==> config.mk <==
export PLATFORM = sky130hd
export DESIGN_NAME = frame_sequencer
export DESIGN_NICKNAME = d
export VERILOG_FILES = /design/src/rtl/apu_pkg.sv /design/src/rtl/frame_sequencer.sv
export SDC_FILE = /design/constraint.sdc
export NUM_CORES = 1
export LEC_CHECK = 0
export ABC_AREA = 1
export BUFFER_PORTS_ARGS = -buffer_cell sky130_fd_sc_hd__buf_2
export CORE_ASPECT_RATIO = 0.8
export CORE_MARGIN = 2
export CORE_UTILIZATION = 50
export DETAILED_ROUTE_END_ITERATION = 12
export GPL_TIMING_DRIVEN = 0
export PLACE_DENSITY = 0.73
export SLEW_MARGIN = 20
export SYNTH_ARGS = -nofsm -noshare
export SYNTH_HDL_FRONTEND = slang
export SYNTH_SLANG_ARGS = --single-unit
==> constraint.sdc <==
create_clock -name iClk -period 1.92 [get_ports iClk]
set_clock_uncertainty 0.2 [all_clocks]
set_input_delay 0.192 -clock iClk [delete_from_list [all_inputs] [get_ports iClk]]
set_output_delay 0.192 -clock iClk [all_outputs]
set_load 0.03 [all_outputs]
==> src/rtl/apu_pkg.sv <==
// Shared APU constants: frame-sequencer step table defaults, mode encoding
// and $4017 register bit positions.
package apu_pkg;

  localparam int Q1_DEFAULT        = 7457;
  localparam int Q2_DEFAULT        = 14913;
  localparam int Q3_DEFAULT        = 22371;
  localparam int Q4_DEFAULT        = 29829;
  localparam int Q5_DEFAULT        = 37281;
  localparam int CNT_WIDTH_DEFAULT = 16;

  localparam logic MODE_4STEP = 1'b0;
  localparam logic MODE_5STEP = 1'b1;

  localparam int MODE_BIT    = 7;
  localparam int INHIBIT_BIT = 6;

endpackage

==> src/rtl/frame_sequencer.sv <==
// APU frame sequencer: quarter/half-frame strobes and the frame IRQ flag.
// Define FRAME_IRQ_EN to build the IRQ flag; otherwise oIrq is tied low.
module frame_sequencer
  import apu_pkg::*;
#(
  parameter int Q1        = Q1_DEFAULT,
  parameter int Q2        = Q2_DEFAULT,
  parameter int Q3        = Q3_DEFAULT,
  parameter int Q4        = Q4_DEFAULT,
  parameter int Q5        = Q5_DEFAULT,
  parameter int CNT_WIDTH = CNT_WIDTH_DEFAULT
) (
  input  logic       iClk,
  input  logic       iReset_n,
  input  logic       iCpu_en,
  input  logic       iW,
  input  logic [7:0] iRegister,
  input  logic       iIrq_ack,
  output logic       oLinear_clk,
  output logic       oLength_clk,
  output logic       oIrq,
  output logic       oMode
);

  localparam logic [CNT_WIDTH-1:0] STEP1   = CNT_WIDTH'(Q1);
  localparam logic [CNT_WIDTH-1:0] STEP2   = CNT_WIDTH'(Q2);
  localparam logic [CNT_WIDTH-1:0] STEP3   = CNT_WIDTH'(Q3);
  localparam logic [CNT_WIDTH-1:0] STEP4   = CNT_WIDTH'(Q4);
  localparam logic [CNT_WIDTH-1:0] STEP5   = CNT_WIDTH'(Q5);
  localparam logic [CNT_WIDTH-1:0] CNT_ONE = CNT_WIDTH'(1);
  localparam logic [CNT_WIDTH-1:0] CNT_ZERO = {CNT_WIDTH{1'b0}};

  logic [CNT_WIDTH-1:0] cnt_q, cnt_d, last_s;
  logic                 mode_q, mode_d;
  logic                 lin_q, lin_d;
  logic                 len_q, len_d;
  logic                 tick_s, seq_end_s, quarter_s, half_s;

  assign tick_s = iCpu_en & ~iW;

  // Step decode; >= on the end step keeps cnt bounded even from a corrupt value.
  always_comb begin
    last_s    = (mode_q == MODE_5STEP) ? STEP5 : STEP4;
    seq_end_s = (cnt_q >= last_s);
    half_s    = (cnt_q == STEP2) | seq_end_s;
    quarter_s = (cnt_q == STEP1) | (cnt_q == STEP3) | half_s;
  end

  // Next-state for counter, mode and strobes; a write overrides a coincident tick.
  always_comb begin
    cnt_d  = cnt_q;
    mode_d = mode_q;
    lin_d  = 1'b0;
    len_d  = 1'b0;
    if (iW) begin
      mode_d = iRegister[MODE_BIT];
      cnt_d  = CNT_ZERO;
      lin_d  = iRegister[MODE_BIT];
      len_d  = iRegister[MODE_BIT];
    end else if (iCpu_en) begin
      lin_d = quarter_s;
      len_d = half_s;
      if (seq_end_s) begin
        cnt_d = CNT_ZERO;
      end else begin
        cnt_d = cnt_q + CNT_ONE;
      end
    end else begin
      cnt_d  = cnt_q;
      mode_d = mode_q;
    end
  end

  // Sequencer state and registered strobes.
  always_ff @(posedge iClk or negedge iReset_n) begin
    if (!iReset_n) begin
      cnt_q  <= CNT_ZERO;
      mode_q <= MODE_4STEP;
      lin_q  <= 1'b0;
      len_q  <= 1'b0;
    end else begin
      cnt_q  <= cnt_d;
      mode_q <= mode_d;
      lin_q  <= lin_d;
      len_q  <= len_d;
    end
  end

  assign oLinear_clk = lin_q;
  assign oLength_clk = len_q;
  assign oMode       = mode_q;

`ifdef FRAME_IRQ_EN
  logic inhibit_q, inhibit_d;
  logic irq_q, irq_d;
  logic irq_set_s;
  logic unused_s;

  assign irq_set_s = tick_s & (mode_q == MODE_4STEP) & (cnt_q == STEP4) & ~inhibit_q;
  assign unused_s  = ^iRegister[5:0];

  // IRQ priority: inhibit write clears, then set, then acknowledge clears.
  always_comb begin
    inhibit_d = inhibit_q;
    irq_d     = irq_q;
    if (iW) begin
      inhibit_d = iRegister[INHIBIT_BIT];
    end else begin
      inhibit_d = inhibit_q;
    end
    if (iW && iRegister[INHIBIT_BIT]) begin
      irq_d = 1'b0;
    end else if (irq_set_s) begin
      irq_d = 1'b1;
    end else if (iIrq_ack) begin
      irq_d = 1'b0;
    end else begin
      irq_d = irq_q;
    end
  end

  // IRQ flag and inhibit registers.
  always_ff @(posedge iClk or negedge iReset_n) begin
    if (!iReset_n) begin
      inhibit_q <= 1'b0;
      irq_q     <= 1'b0;
    end else begin
      inhibit_q <= inhibit_d;
      irq_q     <= irq_d;
    end
  end

  assign oIrq = irq_q;
`else
  logic unused_s;
  assign unused_s = ^{iIrq_ack, iRegister[6:0], tick_s};
  assign oIrq     = 1'b0;
`endif

endmodule

==> results of run 1 <==
-- critical path: stages (launching register included) --
cell	delay (ns)
dfrtp_2	0.42
inv_2	0.09
ha_4	0.28
nand4_1	0.13
nor3_2	0.32
nand2_4	0.10
nand3_4	0.13
buf_12	0.15
o21ai_2	0.06
-- report_power, final --
part	internal (mW)	total, mW	switching, mW
Sequential	0.408	0.415	0.00729
Combinational	0.0503	0.124	0.0738
Clock	0.0811	0.209	0.128
Total	0.540	0.748	0.209
-- cell type report --
class                   count  area (µm²)
fillers                   249        1030
clock buffers               4        26.3
plain buffers               7        65.1
flip-flops and latches     19         480
multi-input cells         145         873
inverters                  14        52.6
repair buffers             20         146
well taps                  38        47.5
-- repair_timing --
item | in CTS | in global routing
pin swaps | 2 | 3
endpoints found under the setup margin | 10 | 17
endpoints found under the hold margin | 22 | 0
hold buffers | 4 | 0
setup buffers | 2 | 7
resized for setup | 3 | 12
-- flip-flops by register name, indices dropped and copies added (netlist names) --
name         cells
oMode            1
oLinear_clk      1
oLength_clk      1
cnt_q           16
-- cell families after synthesis --
family          share of synthesized area [%]
simple gates                             31.7
compound gates                           10.6
buf+inv                                  7.60
flops                                    33.6
xor+xnor                                 7.43
fa+ha+maj                                8.84
other cells                             0.265
-- how the worst max path moves through the flow --
| stage | cells past startpoint | end | slack [ns] | from |
|---|---|---|---|---|
| floorplan | 8 | cnt_q[3]$_DFFE_PN0P_ | 0.007 | oMode$_DFFE_PN0P_ |
| global placement | 8 | cnt_q[3]$_DFFE_PN0P_ | -0.05 | oMode$_DFFE_PN0P_ |
| detailed placement | 8 | cnt_q[7]$_DFFE_PN0P_ | -0.1 | oMode$_DFFE_PN0P_ |
| CTS | 8 | cnt_q[7]$_DFFE_PN0P_ | 0.004 | oMode$_DFFE_PN0P_ |
| global route | 8 | cnt_q[12]$_DFFE_PN0P_ | -0.16 | oMode$_DFFE_PN0P_ |
| finish | 8 | cnt_q[5]$_DFFE_PN0P_ | -0.08 | oMode$_DFFE_PN0P_ |
-- placed cells by master, fill, tap and decap left out, types with 5 or more instances in the layout --
master | synthesis | routed
buf_2 | 2 | 9
buf_4 | 1 | 9
dfrtp_1 | 19 | 15
ha_1 | 10 | 9
inv_1 | 13 | 12
nand2_1 | 53 | 52
nand3_1 | 12 | 11
nand4_1 | 5 | 5
nor2_1 | 19 | 19
nor3_1 | 6 | 6
o21ai_0 | 5 | 5
o21ai_2 | 10 | 12
xor2_1 | 8 | 8
-- metal layers --
metal / wire length (µm) / up-vias / part of all wire, % / global-route usage, %
met5: 0 / - / 0 / 0
met4: 54 / 0 / 1.6 / 7.25
met3: 187 / 8 / 5.7 / 4.98
met2: 1500 / 35 / 46 / 33.2
met1: 1530 / 576 / 47 / 31.1
li1: - / 646 / - / -
==> results by group, run 1 <==
Power
  – LEAKAGE: 0.759 nW
  – Power, Total: 748 µW
  – Maximum vdd drop: 339 µV
  – Pwr dens: 442 nW/µm²

Yosys
  – Post-synth net total: 208
  – Post-synthesis sequential area ratio: roughly 34%
  – Post-synth top area share: 33.6%
  – Synth top cells by count: 53 x nand2_1, 19 x dfrtp_1, 19 x nor2_1
  – Average size of a mapped cell: roughly 7.6 µm²
  – Post-synth top flop: dfrtp_1
  – Yosys reg bits: 19
  – Most numerous cell in the Yosys netlist: nand2_1
  – Cell count after synthesis: 185
  – Post-synth top area cell: dfrtp_1
  – Yosys warns: 0
  – Dominant cells by area after synthesis: dfrtp_1 34%, nand2_1 14%, ha_1 8.8%
  – Synth cell types: 26
  – Mapped Area: 1420 µm²
  – Post-synth ARST share: 100%
  – Post-synth EDFFs: 0

Setup path
  – Crit path DAT: 2.00 ns
  – Logic depth of the worst register-to-register path: 8
  – CP Launch Type: register
  – Worst R2R Setup Slack: -0.08 ns
  – CP max FO: 10
  – Crit end category: register
  – Worst r2r src: oMode$_DFFE_PN0P_
  – Data required, critical path: 1.92 ns
  – Worst Setup Path Type: reg -> reg
  – Worst r2r dst: cnt_q[5]$_DFFE_PN0P_

Layout
  – Post-route cell area: 1690 µm²
  – Area delta synth->final: 19.5%
  – Util after Layout: 62.1%
  – Final #Nets: 233
  – Layout cell share with drive strength beyond 1: around 25%
  – Post-route insts no fill: roughly 250
  – Number of antenna diodes: 0

Drt
  – Drt drc: 0
  – Via density: roughly 5.1
  – Drt wl/cell: 13.3 µm
  – DRT Wirelength: 3.28 mm
  – Via count: 1,265
  – Detailed Routing Iterations Pass 1: 5
  – DRT iter0 DRCs: 64
  – Post-route ant nets: 0

CTS
  – Max clock buf depth: 2
  – Root Buffer: clkbuf_4
  – Clock slew at reported path FFs: between 0.1 and 0.15 ns
  – Clock net sink count: 19
  – CTS tree: yes
  – Htree depth: 1
  – Worst skew pair latency: ~0.30 ns
  – TritonCTS Buffers: 3

STA
  – Max frequency: 500 MHz
  – Slew headroom: about 66%
  – Final period util: 104%
  – Final WS setup: -0.0814 ns
  – Final Max Tran Viols: 0
  – Slew @ Worst Pin: 0.504 ns
  – Finish-stage setup viols: 12
  – Setup TNS: -0.806 ns
  – Unrepaired setup endpoints after global routing: true
  – Final worst path period need: around 2.0 ns
  – WHS: 0.0645 ns
  – Fin. Hold Viols: 0

Run
  – MaxCap Viol Count: 0

GRT
  – Global-route wire length before repair: 5.48 mm
  – Largest net degree at the start of global routing: 20
  – Number of global-route vias before repair: 1,131
  – Total Routing Usage GR: 21.9%
  – Antenna violations before repair: 0
  – GRT overflow: 0

Min path
  – Type of the worst min-delay path: in -> reg
  – Worst hold stages: 4
  – Hold Crit Start: iCpu_en
  – Hold Path Sink: cnt_q[14]$_DFFE_PN0P_

Floorplanning
  – FP Rows: 17
  – Width of the die: 63.5 µm
  – Initial core utilization: 52.0%
  – Boundary pin count: 17
  – Die ar.: 3270 µm²
  – Core footprint: ~2700 µm²
  – Die H: 51.6 µm

Place
  – Placement Setup Slack: -0.0970 ns
  – Cell Area, Placed: about 1500 µm²
  – Routability cong.: 0.964
  – Dpl hpwl: ~2.4 mm
  – Placed insts: 230
  – Port bufs: 7

Outcome
  – Failing checks: setup timing
  – Status: finished with violations
No activity file was read; power rests on OpenSTA's default activity.
==> run 2, diff against run 1 <==
Settings changed: ABC_AREA 1 to unset, SKIP_LAST_GASP set to 1.
==> results by group, run 2 <==
Layout
  – Area delta synth->final: 24.3% (was 19.5%)
  – Util after Layout: 65.2% (was 62.1%)
  – Post-route cell area: 1800 µm² (was 1690 µm²)
  – Most frequent cells in the layout: 17 x dfrtp_1, 13 x nand3_1, 12 x nor2_1 (was 52 x nand2_1, 19 x nor2_1, 15 x dfrtp_1)
  – Number of antenna diodes: 0 (unchanged)
  – Most flop-heavy register: cnt_q (unchanged)
  – Post-route insts no fill: 226 (was 247)
  – Commonest non-fill, non-tap cell in the layout: dfrtp_1 (was nand2_1)
  – Max FFs per register: 16 (unchanged)
  – Layout cell share with drive strength beyond 1: 29.8% (was 24.9%)
  – Final #Nets: 212 (was 233)

Yosys
  – Post-synth EDFFs: 0 (unchanged)
  – Post-synth top area share: 32.8% (was 33.6%)
  – Post-synth net total: 189 (was 208)
  – Post-synth ARST share: 100% (unchanged)
  – Synth cell types: 46 (was 26)
  – Post-synthesis sequential area ratio: 32.8% (was 33.6%)
  – Synth top cells by count: 19 x dfrtp_1, 14 x nand3_1, 12 x nor2_1, 12 x o21ai_0 (was 53 x nand2_1, 19 x dfrtp_1, 19 x nor2_1)
  – Yosys warns: 0 (unchanged)
  – Yosys reg bits: 19 (unchanged)
  – Mapped Area: 1450 µm² (was 1420 µm²)
  – Cell count after synthesis: 166 (was 185)
  – Average size of a mapped cell: 8.74 µm² (was 7.65 µm²)
  – Dominant cells by area after synthesis: dfrtp_1 33%, ha_1 8.6%, nand3_1 4.8% (was dfrtp_1 34%, nand2_1 14%, ha_1 8.8%)
  – Most numerous cell in the Yosys netlist: dfrtp_1 (was nand2_1)
  – Post-synth top flop: dfrtp_1 (unchanged)
  – Post-synth top area cell: dfrtp_1 (unchanged)

STA
  – WHS: 0.0514 ns (was 0.0645 ns)
  – Fin. Hold Viols: 0 (unchanged)
  – Slew headroom: 66.3% (about the same)
  – Max frequency: 425 MHz (was 500 MHz)
  – Final period util: 123% (was 104%)
  – Finish-stage setup viols: 18 (was 12)
  – Final WS setup: -0.435 ns (was -0.0814 ns)
  – Final worst path period need: 2.35 ns (was 2.00 ns)
  – Slew @ Worst Pin: 0.506 ns (was 0.504 ns)
  – Unrepaired setup endpoints after global routing: true (unchanged)
  – Final Max Tran Viols: 0 (unchanged)

Floorplanning
  – Width of the die: 64.2 µm (was 63.5 µm)
  – FP Rows: 17 (unchanged)
  – Core footprint: 2770 µm² (was 2720 µm²)
  – Die ar.: 3350 µm² (was 3270 µm²)
  – Boundary pin count: 17 (unchanged)
  – Die H: 52.2 µm (was 51.6 µm)
  – Initial core utilization: 52.5% (was 52.0%)

CTS
  – Root Buffer: clkbuf_4 (unchanged)
  – Htree depth: 1 (unchanged)
  – Clock slew at reported path FFs: 0.12 ns (was 0.11 ns)
  – Max clock buf depth: 2 (unchanged)
  – Worst skew pair latency: 0.31 ns (was 0.30 ns)
  – TritonCTS Buffers: 3 (unchanged)
  – CTS tree: yes (unchanged)
  – Clock net sink count: 19 (unchanged)

Power
  – Maximum vdd drop: 387 µV (was 339 µV)
  – Combinational share of power: 16.2% (was 16.6%)
  – Pwr dens: 422 nW/µm² (was 442 nW/µm²)
  – Cell-internal power: 539 µW (was 540 µW)
  – Clock group share of total power: 28.8% (was 27.9%)
  – LEAKAGE: 0.751 nW (was 0.759 nW)
  – Power, Total: 761 µW (was 748 µW)
  – P_sw: 222 µW (was 209 µW)
  – Register share of total power: 55.1% (was 55.5%)
  – Sw Ratio: 29.2% (was 27.9%)

Drt
  – Drt wl/cell: 17.5 µm (was 13.3 µm)
  – Via count: 1,383 (was 1,265)
  – Via density: 6.12 (was 5.12)
  – DRT Wirelength: 3.96 mm (was 3.28 mm)
  – Post-route ant nets: 0 (unchanged)
  – Drt drc: 0 (unchanged)
  – DRT iter0 DRCs: 120 (was 64)
  – Detailed Routing Iterations Pass 1: 6 (was 5)

GRT
  – Number of global-route vias before repair: 1,315 (was 1,131)
  – Largest net degree at the start of global routing: 20 (unchanged)
  – Total Routing Usage GR: 26.1% (was 21.9%)
  – GRT overflow: 0 (unchanged)
  – Antenna violations before repair: 0 (unchanged)
  – Global-route wire length before repair: 6.45 mm (was 5.48 mm)

Place
  – Cell Area, Placed: 1580 µm² (was 1510 µm²)
  – Placed insts: 211 (was 230)
  – Dpl hpwl: 2.56 mm (was 2.37 mm)
  – Port bufs: 7 (unchanged)
  – Routability cong.: 0.870 (was 0.964)

Min path
  – Type of the worst min-delay path: in -> reg (unchanged)

Setup path
  – Worst Setup Path Type: reg -> reg (unchanged)
  – Data required, critical path: 1.97 ns (was 1.92 ns)
  – CP Launch Type: register (unchanged)
  – Crit path DAT: 2.40 ns (was 2.00 ns)
  – Crit end category: register (unchanged)
  – CP max FO: 6 (was 10)

Outcome
  – Failing checks: setup timing (unchanged)
  – Status: finished with violations (unchanged)

Run
  – MaxCap Viol Count: 0 (unchanged)
==> run 2: cell count changes in the layout (fill, tap and decap cells not counted), sizes merged, moves of 5 or more <==
cell,before,now
a31oi,0,8
nand2,54,10
nand2b,0,10
and3,0,5
nor2,20,12
a21oi,2,8
o21ai,19,12
xor2,8,0
nor3,8,2
inv,13,3
nor2b,0,8
==> run 2: power groups by stage <==
| stage | registers [mW] | logic, mW | clock network (mW) |
|---|---|---|---|
| global route | 0.421 | 0.135 | 0.238 |
| CTS | 0.418 | 0.117 | 0.222 |
| floorplan | 0.433 | 0.0593 | 0 |
| finish | 0.419 | 0.123 | 0.219 |
| detailed placement | 0.426 | 0.102 | 0 |
| global placement | 0.425 | 0.0985 | 0 |
==> run 2: metal layers <==
layer	wire, µm	global-route usage [%]	up-vias
met5	0	0	-
met4	47	8.51	0
met2	1910	44.1	82
li1	-	-	656
met3	404	5.16	6
met1	1600	34.1	639
==> run 2: timing repair <==
action | in CTS | in global routing
resized for setup | 23 | 11
pin swaps | 13 | 4
endpoints found under the setup margin | 18 | 18
hold buffers | 2 | 0
cloned | 1 | 0
hold endpoints to repair | 22 | 0
setup buffers | 4 | 4
==> run 2: worst max-delay path: stages, from the launching register on <==
cell	delay [ns]
dfrtp_2	0.50
ha_1	0.34
a21o_1	0.18
a221oi_2	0.29
nand2_1	0.12
or4b_4	0.50
a21oi_2	0.16
==> run 2: layout make-up <==
cell class / count / area (µm²)
multi-input combinational: 133 / 1010
sequential: 19 / 478
fill: 228 / 961
inverter: 3 / 13.8
buffer: 11 / 80.1
tap: 38 / 47.5
clock buffer: 4 / 26.3
timing repair buffer: 18 / 146
==> run 2: final timing paths <==
path	startpoint	end	slack, ns	depth (start not counted)
setup / recovery	oMode$_DFFE_PN0P_	cnt_q[15]$_DFFE_PN0P_	-0.43	6
hold / removal	iW	cnt_q[9]$_DFFE_PN0P_	0.05	3
min in group asynchronous	iReset_n	oMode$_DFFE_PN0P_	0.14	2
hold reg to reg	cnt_q[0]$_DFFE_PN0P_	cnt_q[0]$_DFFE_PN0P_	0.43	3
max in group asynchronous	iReset_n	cnt_q[0]$_DFFE_PN0P_	1.05	2
setup reg to reg	oMode$_DFFE_PN0P_	cnt_q[15]$_DFFE_PN0P_	-0.43	6
==> run 2: stage by stage <==
stage	worst slack, ns	TNS [ns]
5_1_grt	-0.496	-7.11
3_3_place_gp	-0.419	-4.55
2_1_floorplan	-0.305	-2.24
3_5_place_dp	-0.437	-5.03
4_1_cts	-0.357	-4.56
6_report	-0.435	-5.63
==> run 2: cell families (layout without fill, tap and decap cells) <==
kind of cell / after synthesis / in the layout / synth area share [%]
multiplexers: 2 / 2 / 1.47
buffers and inverters: 14 / 36 / 5.09
other: 1 / 1 / 0.258
adder cells (fa/ha/maj): 10 / 10 / 8.62
AO/OA/AOI/OAI: 37 / 37 / 15.6
flip-flops: 19 / 19 / 32.8
AND/OR/NAND/NOR: 83 / 83 / 36.2
